==> src/rtl/inst_rom_port_pkg.sv <==
// Shared definitions for the instruction ROM responder.
// Holds the FSM state encodings, the zero word, the number of bytes per
// instruction and a byte-insert helper for little-endian assembly.
package inst_rom_port_pkg;

    localparam logic [1:0]  RomIdle   = 2'd0;
    localparam logic [1:0]  RomFetch  = 2'd1;
    localparam logic [1:0]  RomDone   = 2'd2;

    localparam logic [31:0] ZeroWord  = 32'h0000_0000;
    localparam logic [2:0]  InstBytes = 3'd4;

    // Returns w with byte lane idx replaced by b (lane 0 = bits [7:0]).
    function automatic logic [31:0] put_byte(input logic [31:0] w,
                                             input logic [1:0]  idx,
                                             input logic [7:0]  b);
        logic [31:0] r;
        r = w;
        r[{idx, 3'b000} +: 8] = b;
        return r;
    endfunction

endpackage

==> src/rtl/inst_rom_port_if.sv <==
// Fetch-stage <-> instruction ROM handshake.
//   r_enable_i : fetch request valid             (fetch -> rom)
//   addr_i     : instruction byte address        (fetch -> rom)
//   inv_i      : invalidate held word            (fetch -> rom)
//   data_o     : held instruction word           (rom -> fetch)
//   busy_o     : fetch in progress or miss       (rom -> fetch)
//   done_o     : one-cycle fetch-complete pulse  (rom -> fetch)
interface inst_rom_port_if;

    logic        r_enable_i;
    logic [31:0] addr_i;
    logic        inv_i;
    logic [31:0] data_o;
    logic        busy_o;
    logic        done_o;

    modport master (
        output r_enable_i, addr_i, inv_i,
        input  data_o, busy_o, done_o
    );

    modport slave (
        input  r_enable_i, addr_i, inv_i,
        output data_o, busy_o, done_o
    );

endinterface

==> src/rtl/inst_rom_port_mem_lat_pipe.sv <==
// In-flight read tracker: a MEM_LAT-deep valid shift register.
//   clk, rst  : clock, synchronous active-high clear
//   in_valid  : a read strobe is issued this cycle
//   out_valid : the data for a strobe issued MEM_LAT cycles ago is on the bus
module mem_lat_pipe #(
    parameter int unsigned MEM_LAT = 1
) (
    input  logic clk,
    input  logic rst,
    input  logic in_valid,
    output logic out_valid
);

    logic [MEM_LAT-1:0] vld;

    always_ff @(posedge clk) begin
        if (rst) begin
            vld <= '0;
        end else begin
            vld[0] <= in_valid;
            for (int unsigned i = 1; i < MEM_LAT; i++) begin
                vld[i] <= vld[i-1];
            end
        end
    end

    assign out_valid = vld[MEM_LAT-1];

endmodule

==> src/rtl/inst_rom_port.sv <==
// Instruction ROM responder. Serves word fetches from a byte-wide,
// fixed-latency memory, assembling four bytes little-endian, and keeps one
// tagged word so repeated fetches of the same address hit with busy low.
//   clk, rst    : clock, synchronous active-high reset
//   fetch       : fetch-stage handshake (slave side)
//   mem_addr_o  : byte address to the instruction memory
//   mem_re_o    : read strobe, one per byte
//   mem_data_i  : read data, valid MEM_LAT cycles after its strobe
module inst_rom_port
    import inst_rom_port_pkg::*;
#(
    parameter int unsigned ADDR_W  = 17,
    parameter int unsigned MEM_LAT = 1
) (
    input  logic              clk,
    input  logic              rst,
    inst_rom_port_if.slave    fetch,
    output logic [ADDR_W-1:0] mem_addr_o,
    output logic              mem_re_o,
    input  logic [7:0]        mem_data_i
);

    logic [1:0]        state;
    logic [ADDR_W-3:0] tag;
    logic              valid;
    logic [31:0]       word;
    logic [31:0]       asm_word;
    logic [ADDR_W-3:0] req_addr;
    logic [2:0]        issue_cnt;
    logic [2:0]        cap_cnt;
    logic              done_q;

    logic              hit;
    logic              issuing;
    logic              pipe_out;
    logic              capture;
    logic              complete;
    logic [31:0]       assembled;
    logic              unused_addr_bits;

    assign hit       = valid && (tag == fetch.addr_i[ADDR_W-1:2]);
    assign issuing   = (state == RomFetch) && (issue_cnt < InstBytes);
    assign capture   = pipe_out && (state == RomFetch);
    assign complete  = capture && (cap_cnt == InstBytes - 3'd1);
    assign assembled = put_byte(asm_word, cap_cnt[1:0], mem_data_i);

    assign unused_addr_bits = ^{fetch.addr_i[31:ADDR_W], fetch.addr_i[1:0]};

    assign mem_re_o   = issuing;
    assign mem_addr_o = issuing ? {req_addr, issue_cnt[1:0]} : '0;

    assign fetch.data_o = word;
    assign fetch.busy_o = (state != RomIdle) || (fetch.r_enable_i && !hit);
    assign fetch.done_o = done_q;

    mem_lat_pipe #(
        .MEM_LAT (MEM_LAT)
    ) u_lat_pipe (
        .clk       (clk),
        .rst       (rst),
        .in_valid  (issuing),
        .out_valid (pipe_out)
    );

    always_ff @(posedge clk) begin
        if (rst) begin
            state     <= RomIdle;
            tag       <= '0;
            valid     <= 1'b0;
            word      <= ZeroWord;
            asm_word  <= ZeroWord;
            req_addr  <= '0;
            issue_cnt <= '0;
            cap_cnt   <= '0;
            done_q    <= 1'b0;
        end else begin
            done_q <= 1'b0;
            // Invalidate first so a completing fetch on the same edge
            // overrides it below.
            if (fetch.inv_i) begin
                valid <= 1'b0;
            end
            case (state)
                RomIdle: begin
                    if (fetch.r_enable_i && !hit) begin
                        req_addr  <= fetch.addr_i[ADDR_W-1:2];
                        issue_cnt <= '0;
                        cap_cnt   <= '0;
                        state     <= RomFetch;
                    end
                end
                RomFetch: begin
                    if (issuing) begin
                        issue_cnt <= issue_cnt + 3'd1;
                    end
                    if (capture) begin
                        asm_word <= assembled;
                        cap_cnt  <= cap_cnt + 3'd1;
                    end
                    if (complete) begin
                        word   <= assembled;
                        tag    <= req_addr;
                        valid  <= 1'b1;
                        done_q <= 1'b1;
                        state  <= RomDone;
                    end
                end
                RomDone: begin
                    state <= RomIdle;
                end
                default: begin
                    state <= RomIdle;
                end
            endcase
        end
    end

endmodule
==> src/flat_wrapper.sv <==
// flat-port wrapper written by rule: the top's interface ports become plain ports
module inst_rom_port_flat import inst_rom_port_pkg::*;
#(
    parameter int unsigned ADDR_W  = 17,
    parameter int unsigned MEM_LAT = 1
)
  (clk, rst, mem_addr_o, mem_re_o, mem_data_i, fetch_r_enable_i, fetch_addr_i, fetch_inv_i, fetch_data_o, fetch_busy_o, fetch_done_o);
  inst_rom_port_if fetch_i ();
  input  logic clk;
  input  logic rst;
  output logic [ADDR_W-1:0] mem_addr_o;
  output logic mem_re_o;
  input  logic [7:0] mem_data_i;
  input wire logic [$bits(fetch_i.r_enable_i)-1:0] fetch_r_enable_i;
  input wire logic [$bits(fetch_i.addr_i)-1:0] fetch_addr_i;
  input wire logic [$bits(fetch_i.inv_i)-1:0] fetch_inv_i;
  output wire logic [$bits(fetch_i.data_o)-1:0] fetch_data_o;
  output wire logic [$bits(fetch_i.busy_o)-1:0] fetch_busy_o;
  output wire logic [$bits(fetch_i.done_o)-1:0] fetch_done_o;
  assign fetch_i.r_enable_i = fetch_r_enable_i;
  assign fetch_i.addr_i = fetch_addr_i;
  assign fetch_i.inv_i = fetch_inv_i;
  assign fetch_data_o = fetch_i.data_o;
  assign fetch_busy_o = fetch_i.busy_o;
  assign fetch_done_o = fetch_i.done_o;
  inst_rom_port #(.ADDR_W(ADDR_W), .MEM_LAT(MEM_LAT)) u_core (.clk(clk), .rst(rst), .fetch(fetch_i), .mem_addr_o(mem_addr_o), .mem_re_o(mem_re_o), .mem_data_i(mem_data_i));
endmodule
==> config.mk <==
export PLATFORM = sky130hd
export DESIGN_NAME = inst_rom_port_flat
export DESIGN_NICKNAME = d
export VERILOG_FILES = /design/src/rtl/inst_rom_port_pkg.sv /design/src/rtl/inst_rom_port_if.sv /design/src/rtl/inst_rom_port_mem_lat_pipe.sv /design/src/rtl/inst_rom_port.sv /design/src/flat_wrapper.sv
export SDC_FILE = /design/constraint.sdc
export NUM_CORES = 1
export LEC_CHECK = 0
export CORE_MARGIN = 4
export CORE_UTILIZATION = 35
export DETAILED_ROUTE_END_ITERATION = 8
export GPL_TIMING_DRIVEN = 0
export PLACE_DENSITY = 0.63
export SYNTH_ARGS = -nofsm -noshare
export SYNTH_HDL_FRONTEND = slang
export SYNTH_HIERARCHICAL = 1
export SYNTH_SLANG_ARGS = --single-unit
==> constraint.sdc <==
create_clock -name clk -period 2.6 [get_ports clk]
set_clock_uncertainty 0.2 [all_clocks]
set_input_delay 0.39 -clock clk [delete_from_list [all_inputs] [get_ports clk]]
set_output_delay 0.39 -clock clk [all_outputs]
set_load 0.03 [all_outputs]
# ---- Yosys cells after proc, flatten, opt, wreduce, memory -nomap -nowiden
# Cells that the tools add are included.
dict set report word_totals {
  output_inout_bits 52
  regBits 105
  in_bits 44
  word_cells 55
}
dict set report op_classes {
  shifts 2
  n_mux 14
  eq_ne 7
  reduce_logical 17
  n_bitwise 1
  addsub 3
  n_lt_le_gt_ge 1
}
# cell count
set op_table {}
lappend op_table {{$bwmux 32} 1}
lappend op_table {{$shift 8x7->32 const A} 1}
lappend op_table {{$shiftx 8x7->32} 1}
lappend op_table {{$mux 17} 1}
lappend op_table {{$eq 15x15->1} 1}
lappend op_table {{$pmux 3 s2} 2}
lappend op_table {{$mux 3} 3}
lappend op_table {{$ne 2x1->1 const B} 4}
lappend op_table {{$reduce_and 2->1} 4}
lappend op_table {{$neg 5->7} 1}
lappend op_table {{$add 3x1->3 const B} 2}
lappend op_table {{$reduce_and 3->1} 2}
lappend op_table {{$logic_and 1x1->1} 5}
lappend op_table {{$mux 1} 4}
lappend op_table {{$mux 2} 2}
lappend op_table {{$pmux 2 s2} 1}
lappend op_table {{$reduce_bool 2->1} 2}
lappend op_table {{$eq 3x2->1 const B} 1}
lappend op_table {{$lt 3x3->1 const B} 1}
lappend op_table {{$eq 2x1->1 const B} 1}
lappend op_table {{$logic_not 2->1} 1}
lappend op_table {{$reduce_or 2->1} 1}
lappend op_table {{$logic_not 1->1} 1}
lappend op_table {{$logic_or 1x1->1} 1}
lappend op_table {{$not 1->1} 1}

# ---- Logic depth before layout (Yosys ltp)
# Gate-level depths: netlist of run 1.
dict set report depth {
  word_depth 6
  mapped_depth 7
  mapped_depth_nobuf 5
}

# ---- By module
# The synthesis of run 1 kept the hierarchy.
# mod n_inst cells_per_inst seq_area_each_um2 area_per_inst_um2
set by_module_without_submodules {}
lappend by_module_without_submodules {inst_rom_port 1 509 2082.0 4493.1}
lappend by_module_without_submodules {mem_lat_pipe 1 2 20.0 33.8}

# ---- Worst setup path after synthesis of run 1
# Ideal clock, no wire load.
dict set report synth_timing {
  path_kind {register -> output}
  from {register u_core.state[0]}
  to {output mem_addr_o[10]}
  slack_ns 0.302
  arrival_ns 1.708
  required_ns 2.010
  path_buffers 1
  stages_incl_launch_ff 5
  cell_sequence {dfxtp_1 nor2b_1 nor2b_1 clkbuf_1 and2_1}
}
dict set report synth_via {
  elab_chain_cells 3
}
# element line
set synth_rtl {}
lappend synth_rtl {{start, declared} inst_rom_port.sv:23} ;# logic [1:0] state;
lappend synth_rtl {{start signal, assigned} inst_rom_port.sv:67} ;# state <= RomIdle;
lappend synth_rtl {{start signal, assigned} inst_rom_port.sv:89} ;# state <= RomFetch;
lappend synth_rtl {{start signal, assigned} inst_rom_port.sv:105} ;# state <= RomDone;
lappend synth_rtl {{$eq 2x1->1} inst_rom_port.sv:42} ;# assign issuing = (state == RomFetch) && (issue_cnt < InstBytes);
lappend synth_rtl {{$logic_and 1x1->1} inst_rom_port.sv:42}
lappend synth_rtl {{net mem_re_o} flat_wrapper.sv:12} ;# output logic mem_re_o;
lappend synth_rtl {{$mux 17} inst_rom_port.sv:50} ;# assign mem_addr_o = issuing ? {req_addr, issue_cnt[1:0]} : '0;
lappend synth_rtl {{end, declared} flat_wrapper.sv:11} ;# output logic [ADDR_W-1:0] mem_addr_o;
# The timed path passes the listed nets, and every way through them passes these cells.

# ---- Worst setup path in the final report of run 1
dict set report layout_timing {
  from {input fetch_addr_i[10]}
  to {output fetch_busy_o}
}
dict set report layout_via {
  elab_chain_cells 5
}
# element line
set layout_rtl {}
lappend layout_rtl {{start, declared} flat_wrapper.sv:15} ;# input wire logic [$bits(fetch_i.addr_i)-1:0] fetch_addr_i;
lappend layout_rtl {{$eq 15x15->1} inst_rom_port.sv:41} ;# assign hit = valid && (tag == fetch.addr_i[ADDR_W-1:2]);
lappend layout_rtl {{$logic_and 1x1->1} inst_rom_port.sv:41}
lappend layout_rtl {{$logic_not 1->1} inst_rom_port.sv:53} ;# assign fetch.busy_o = (state != RomIdle) || (fetch.r_enable_i && !hit);
lappend layout_rtl {{$logic_and 1x1->1} inst_rom_port.sv:53}
lappend layout_rtl {{$logic_or 1x1->1} inst_rom_port.sv:53}
lappend layout_rtl {{end, declared} flat_wrapper.sv:18} ;# output wire logic [$bits(fetch_i.busy_o)-1:0] fetch_busy_o;
# Every way passes these cells.

==> results of run 1 <==
cell type report:
cell class | count | area, um2
Clock buffer | 11 | 253
Buffer | 38 | 174
Timing Repair Buffer | 79 | 826
Multi-Input combinational cell | 363 | 2270
Tap cell | 172 | 215
Sequential cell | 105 | 2100
Fill cell | 1250 | 6720
Inverter | 4 | 15.0
Clock inverter | 5 | 37.5
critical path, cell delays in order:
cell	delay, ns
clkdlybuf4s50_1	0.49
xnor2_1	0.13
nand4_1	0.16
or4_4	0.45
nand2_1	0.08
nand2_1	0.07
buf_6	0.15
synthesized netlist by cell type (7+ instances only):
library cell  count  share of area [%]
a21oi_1          50                5.5
clkbuf_1         26                2.2
nand2b_1         32                4.4
nor2_1           68                5.6
xnor2_1          15                2.9
dfxtp_1         105                 46
and2_1           18                2.5
ha_1              7                1.9
nand2_1          35                2.9
mux2i_1          15                3.3
nor2b_1          34                4.7
a211oi_1         64                 11
routing by layer:
layer	vias up	GRT usage, %
met3	14	3.30
met5	-	0
met4	0	5.88
met1	1811	22.4
li1	1931	-
met2	111	27.1
power groups by stage:
stage               Combinational [uW]  Clock [uW]  Sequential (uW)
detailed placement                 309           0             1700
global route                       335        1420             1670
floorplan                          185           0             1700
global placement                   305           0             1700
CTS                                308        1360             1670
finish                             307        1320             1670
registers in the layout, indices dropped and copies added, names as in the netlist:
register / count
u_core/u_lat_pipe/out_valid: 1
u_core/valid: 1
u_core/asm_word: 32
u_core/req_addr: 15
u_core/fetch.data_o: 32
u_core/fetch.done_o: 1
u_core/cap_cnt: 3
u_core/tag: 15
u_core/issue_cnt: 3
u_core/state: 2
worst min-delay path by stage:
stage	to	slack (ns)	depth (start not counted)
floorplan	u_core/tag[0]$_SDFFE_PP0P_	0.24	2
global placement	u_core/tag[2]$_SDFFE_PP0P_	0.25	2
detailed placement	u_core/tag[1]$_SDFFE_PP0P_	0.26	2
CTS	u_core/req_addr[9]$_SDFFE_PP0P_	0.26	3
global route	u_core/req_addr[6]$_SDFFE_PP0P_	0.17	3
finish	u_core/req_addr[7]$_SDFFE_PP0P_	0.17	3
per-stage QoR:
step,setup slack [ns],utilization (%),cells,cell area [um2]
floorplan,0.302,-,511,4530
global placement,-0.496,43.8,761,5520
detailed placement,-0.501,43.8,761,5520
CTS,0.00137,46.4,778,5850
global route,0.0141,46.7,777,5900
finish,0.0849,46.7,777,5900
cells by family after synthesis:
family	after synthesis	synth area share, %
AOI/OAI and AO/OA	120	17.7
adders and majority gates	7	1.93
xor gates and xnor gates	15	2.90
DFF	105	46.4
muxes	15	3.32
and+or+nand+nor	206	23.7
buffers and inverters	43	4.06
repair_timing:
item                       CTS  global route
hold endpoints to repair     0             0
gates resized for setup     71            16
pin swaps                    1             3
buffers inserted             1             0
cloned                       0             0
setup endpoints to repair   51            61
==> results.md, run 1 <==
- Status: complete, no violations
- Reg2Reg Setup Slack: 0.22 ns
- Clock net sink count: 105
- Clock transition at path regs: 0.08 ns
- Distinct cells, synth: 33
- PD cells: 559 nW/um2
- Vias in the first global route: 3,861
- WL met1: 5650 um
- Sequential area share after synthesis: 46.4%
- Commonest non-fill, non-tap cells in the layout: dfxtp_1, nor2_1, a211oi_1
- 1st-pass router iterations: 5
- Die area: 14,800 um2
- TritonCTS clock tree: yes
- Min Hold Slack: 0.168 ns
- Fin. max-slew vios: 0
- RSZ-0062 raised after global routing: false
- Logic pwr share: 9.3%
- Gr ovfl total: 0
- Core area: 12,600 um2
- Drt total wl: 12,000 um
- Min-delay src: fetch_addr_i[9]
- Fin crit share: 96.7%
- Required time worst endpoint: 2.01 ns
- Fraction of registers with async set or reset after synthesis: 0%
- Gr usage total: 16.8%
- Sw power: 810 uW
- Starting density of the core: 35.9%
- Area Growth Syn to Fin: 30.3%
- Worst Setup Start Kind: primary input
- P_int: 2490 uW
- Post-route minimum period: 2.52 ns
- Crit Reg-Reg Startpoint: u_core/cap_cnt[0]$_SDFFE_PP0P_
- VDD IR max: 0.000274 V
- # diodes: 0
- IO Port Bufs: 78
- DR WL met2: 5490 um
- Critical Path Sink: fetch_busy_o
- Clk_lat worst skew: 0.35 ns
- Worst slew pin tran: 0.595 ns
- CTS Buffer Depth: 2
- Worst R2R Path Depth: 6
- Post-route ant nets: 0
- DRC viols: 0
- Synthesized cell area: 4530 um2
- Worst Setup SP: fetch_addr_i[10]
- Leading cell type in the layout, fill and taps excluded: dfxtp_1
- Pwr Total: 3300 uW
- Largest net degree at the start of global routing: 18
- Mapped Cells: 511
- Met3 WL: 669 um
- Global-route wire length before repair: 19,700 um
- CTS buffer count: 9
- Crit path DAT: 1.93 ns
- DR iter-0 viols: 221
- Leakage: 0.00206 uW
- Final HPWL DP: 8620 um
- Row cnt: 41
- Setup TNS: 0 ns
- Avg Cell Area, Syn: 8.86 um2
- DR WL/cell: 15.4 um
- Worst-path maximum fanout: 2
- Max_cap viols: 0
- Die Y: 122 um
- Sequential Power Share: 50.6%
- Ys Warns: 6
- Flops & latches, synth: 105
- Most common flop cell mapped by yosys: dfxtp_1
- Worst reg2reg endpoint: u_core/asm_word[6]$_SDFFE_PP0P_
- Via density: 4.98
- Vias: 3,867
- Setup crit end kind: primary output
- Max frequency: 398 MHz
- Layout cells sized above 1: 9.75%
- Hold Path Class: in -> reg
- Root Buffer: clkbuf_16
- Endpoints failing setup: 0
- Initial antenna violation count: 0
- Crit path kind: in -> out
- Top Layer Used: met4
- Clock group share of total power: 40.1%
- Die span in x: 122 um
- Sw Share: 24.6%
- Final GP Congestion: 0.796
- Post-synth EDFFs: 0
- H-tree levels: 3
- Ports: 96
- Mapped Nets: 562
- Worst slew margin: 60.3%
- Nets: 651
- Final Hold Violating Endpoints: 0
- CTS Hold Bufs: 0
Power figures use the tool's default switching activity.
==> run 2, diff against run 1 <==
--- a/config.mk
+++ b/config.mk
@@ -5,11 +5,11 @@
 export SDC_FILE = /design/constraint.sdc
 export NUM_CORES = 1
 export LEC_CHECK = 0
-export CORE_MARGIN = 4
-export CORE_UTILIZATION = 35
+export ABC_AREA = 1
+export CORE_UTILIZATION = 42
 export DETAILED_ROUTE_END_ITERATION = 8
 export GPL_TIMING_DRIVEN = 0
-export PLACE_DENSITY = 0.63
+export PLACE_DENSITY = 0.72
 export SYNTH_ARGS = -nofsm -noshare
 export SYNTH_HDL_FRONTEND = slang
 export SYNTH_HIERARCHICAL = 1
==> run 2 against run 1 <==
Utilization up 7.5 points. Global-route usage up 5.1 points. Register-to-register slack better by 0.18 ns. Highest routed layer unchanged. Non-clock buffer count down 1.
==> results.md, run 2 <==
- Root Buffer: clkbuf_16
- Fin. max-slew vios: 0
- Commonest cells post-synth: inv_1, nand2_1, dfxtp_1
- DR WL/cell: 14.3 um
- CP top delay family: buffers and inverters
- Leakage: 0.00277 uW
- PD cells: 582 nW/um2
- Clock net sink count: 105
- Drt total wl: 13,200 um
- Final HPWL DP: 9600 um
- Final Hold Violating Endpoints: 0
- Vias: 4,566
- Sum of buffers and inverters on the critical path: 4
- Endpoints failing setup: 0
- Mapped Cells: 688
- Largest stage delay on the critical path: 0.31 ns
- Avg Cell Area, Syn: 7.19 um2
- Ports: 96
- Initial antenna violation count: 0
- Gr ovfl total: 0
- Crit path kind: reg -> out
- Max_cap viols: 0
- TritonCTS clock tree: yes
- Mapped Nets: 739
- H-tree levels: 3
- Final instance area: 6220 um2
- Largest net degree at the start of global routing: 17
- Critical-path cell list: buf_4 > nand2_1 > nor2_4 > inv_2 > buf_2 > nor2_1 > clkdlybuf4s15_2
- Fin crit share: 94.4%
- Row cnt: 39
- Distinct cells, synth: 27
- FILL cells: 1,093
- Nets: 828
- Clk_lat worst skew: 0.34 ns
- Post-CTS Setup Bufs: 0
- Fraction of registers with async set or reset after synthesis: 0%
- IO Port Bufs: 78
- Required time worst endpoint: 2.01 ns
- Ys Warns: 6
- Crit path DAT: 1.87 ns
- Leading cell type in the layout, fill and taps excluded: inv_1
- CTS buffer count: 9
- Status: complete, no violations
- CTS Buffer Depth: 2
- CTS Hold Bufs: 0
- Starting density of the core: 43.1%
- Post-synth EDFFs: 0
- Hold Path Class: reg -> reg
- Die span in x: 111 um
- Worst Setup Start Kind: flip-flop
- Slowest cell on the critical path: dfxtp_1
- DP Area: 5900 um2
- Die area: 12,200 um2
- Core area: 11,500 um2
- Post-route minimum period: 2.46 ns
- Post-route ant nets: 0
- Setup WS post-layout: 0.145 ns
- Sequential area share after synthesis: 42.5%
- Synthesized cell area: 4940 um2
- Vias in the first global route: 4,369
- 1st-pass router iterations: 5
- Largest area contributor in the netlist: dfxtp_1
- Largest cells by area after synthesis: dfxtp_1, inv_1, nand2_1, a21oi_1, nand3_1
- Worst slack, placed: -0.222 ns
- Yosys top cell area share: 42.5%
- Layout cells sized above 1: 13.9%
- Via density: 4.94
- Setup crit end kind: primary output
- Most common flop cell mapped by yosys: dfxtp_1
- Max frequency: 407 MHz
- VDD IR max: 0.000292 V
- DR iter-0 viols: 203
- Commonest non-fill, non-tap cells in the layout: inv_1, nand2_1, dfxtp_1
- Worst-path maximum fanout: 10
- Area Growth Syn to Fin: 25.8%
- Final GP Congestion: 0.947
- Global-route wire length before repair: 21,400 um
- Flops & latches, synth: 105
- Worst slew pin tran: 0.685 ns
- Clock transition at path regs: 0.07 ns
- Die Y: 111 um
- Gr usage total: 21.8%
- Most common cell in the netlist: inv_1
- RSZ-0062 raised after global routing: false
- # diodes: 0
- DRC viols: 0
- Worst slew margin: 54.4%
-- run 2: routing by layer --
metal,GRT usage (%),wire length (um),vias to the layer above
li1,-,-,2343
met2,37.4,6380,124
met5,0,0,-
met1,26.8,5890,2081
met3,4.28,627,18
met4,8.71,281,0
-- run 2: cells by family (layout without fill, tap and decap cells) --
| family | count (synthesis) | count (layout) | share of synthesized area (%) |
|---|---|---|---|
| fa+ha+maj | 7 | 7 | 1.77 |
| flops | 105 | 105 | 42.5 |
| buf+inv | 180 | 274 | 15.7 |
| compound gates | 155 | 155 | 18.2 |
| simple gates | 241 | 241 | 21.8 |
-- run 2: tightest hold or removal path, stage by stage, from the launching register on --
cell and delay [ns]:
dfxtp_1 0.31, inv_2 0.06, a21oi_1 0.05
-- run 2: report_power, final --
group / leakage, uW / switching (uW) / internal, uW / total, uW
Combinational: 0.00174 / 214 / 131 / 345
Sequential: 0.000850 / 21.5 / 1640 / 1660
Clock: 0.000175 / 588 / 1020 / 1610
Total: 0.00277 / 823 / 2790 / 3620
-- run 2: repair_timing --
item / in CTS / in global routing
setup endpoints to repair: 18 / 11
endpoints found under the hold margin: 0 / 0
resized for setup: 22 / 20
pin swaps: 0 / 0
-- run 2: cell type report --
class                      instances  area, um2  area share, %
clock inverter                     4       97.6           1.57
clock buffer                      12        267           4.29
buffer                            38        245           3.94
multi-input combinational        403       2070           33.3
tap                              143        179           2.88
inverter                         142        533           8.57
timing repair buffer              78        723           11.6
sequential                       105       2100           33.8
-- run 2: per-stage QoR --
stage	cells	util, %	hold slack, ns	total power (uW)	setup TNS [ns]
3_3_place_gp	909	51.5	0.254	2040	-0.218
5_1_grt	925	54.2	0.288	3760	0
4_1_cts	925	54.5	0.269	3650	0
2_1_floorplan	688	-	0.235	1920	0
6_report	925	54.2	0.265	3620	0
3_5_place_dp	909	51.5	0.258	2050	-0.235
-- run 2: path summary, 6_finish.rpt --
| check | startpoint | end | slack [ns] | cells after the start |
|---|---|---|---|---|
| max | u_core/state[0]$_SDFFE_PP0P_ | mem_addr_o[15] | 0.14 | 7 |
| min | u_core/tag[14]$_SDFFE_PP0P_ | u_core/tag[14]$_SDFFE_PP0P_ | 0.26 | 2 |
| max reg2reg | u_core/cap_cnt[0]$_SDFFE_PP0P_ | u_core/asm_word[1]$_SDFFE_PP0P_ | 0.40 | 7 |
| min reg2reg | u_core/tag[14]$_SDFFE_PP0P_ | u_core/tag[14]$_SDFFE_PP0P_ | 0.26 | 2 |
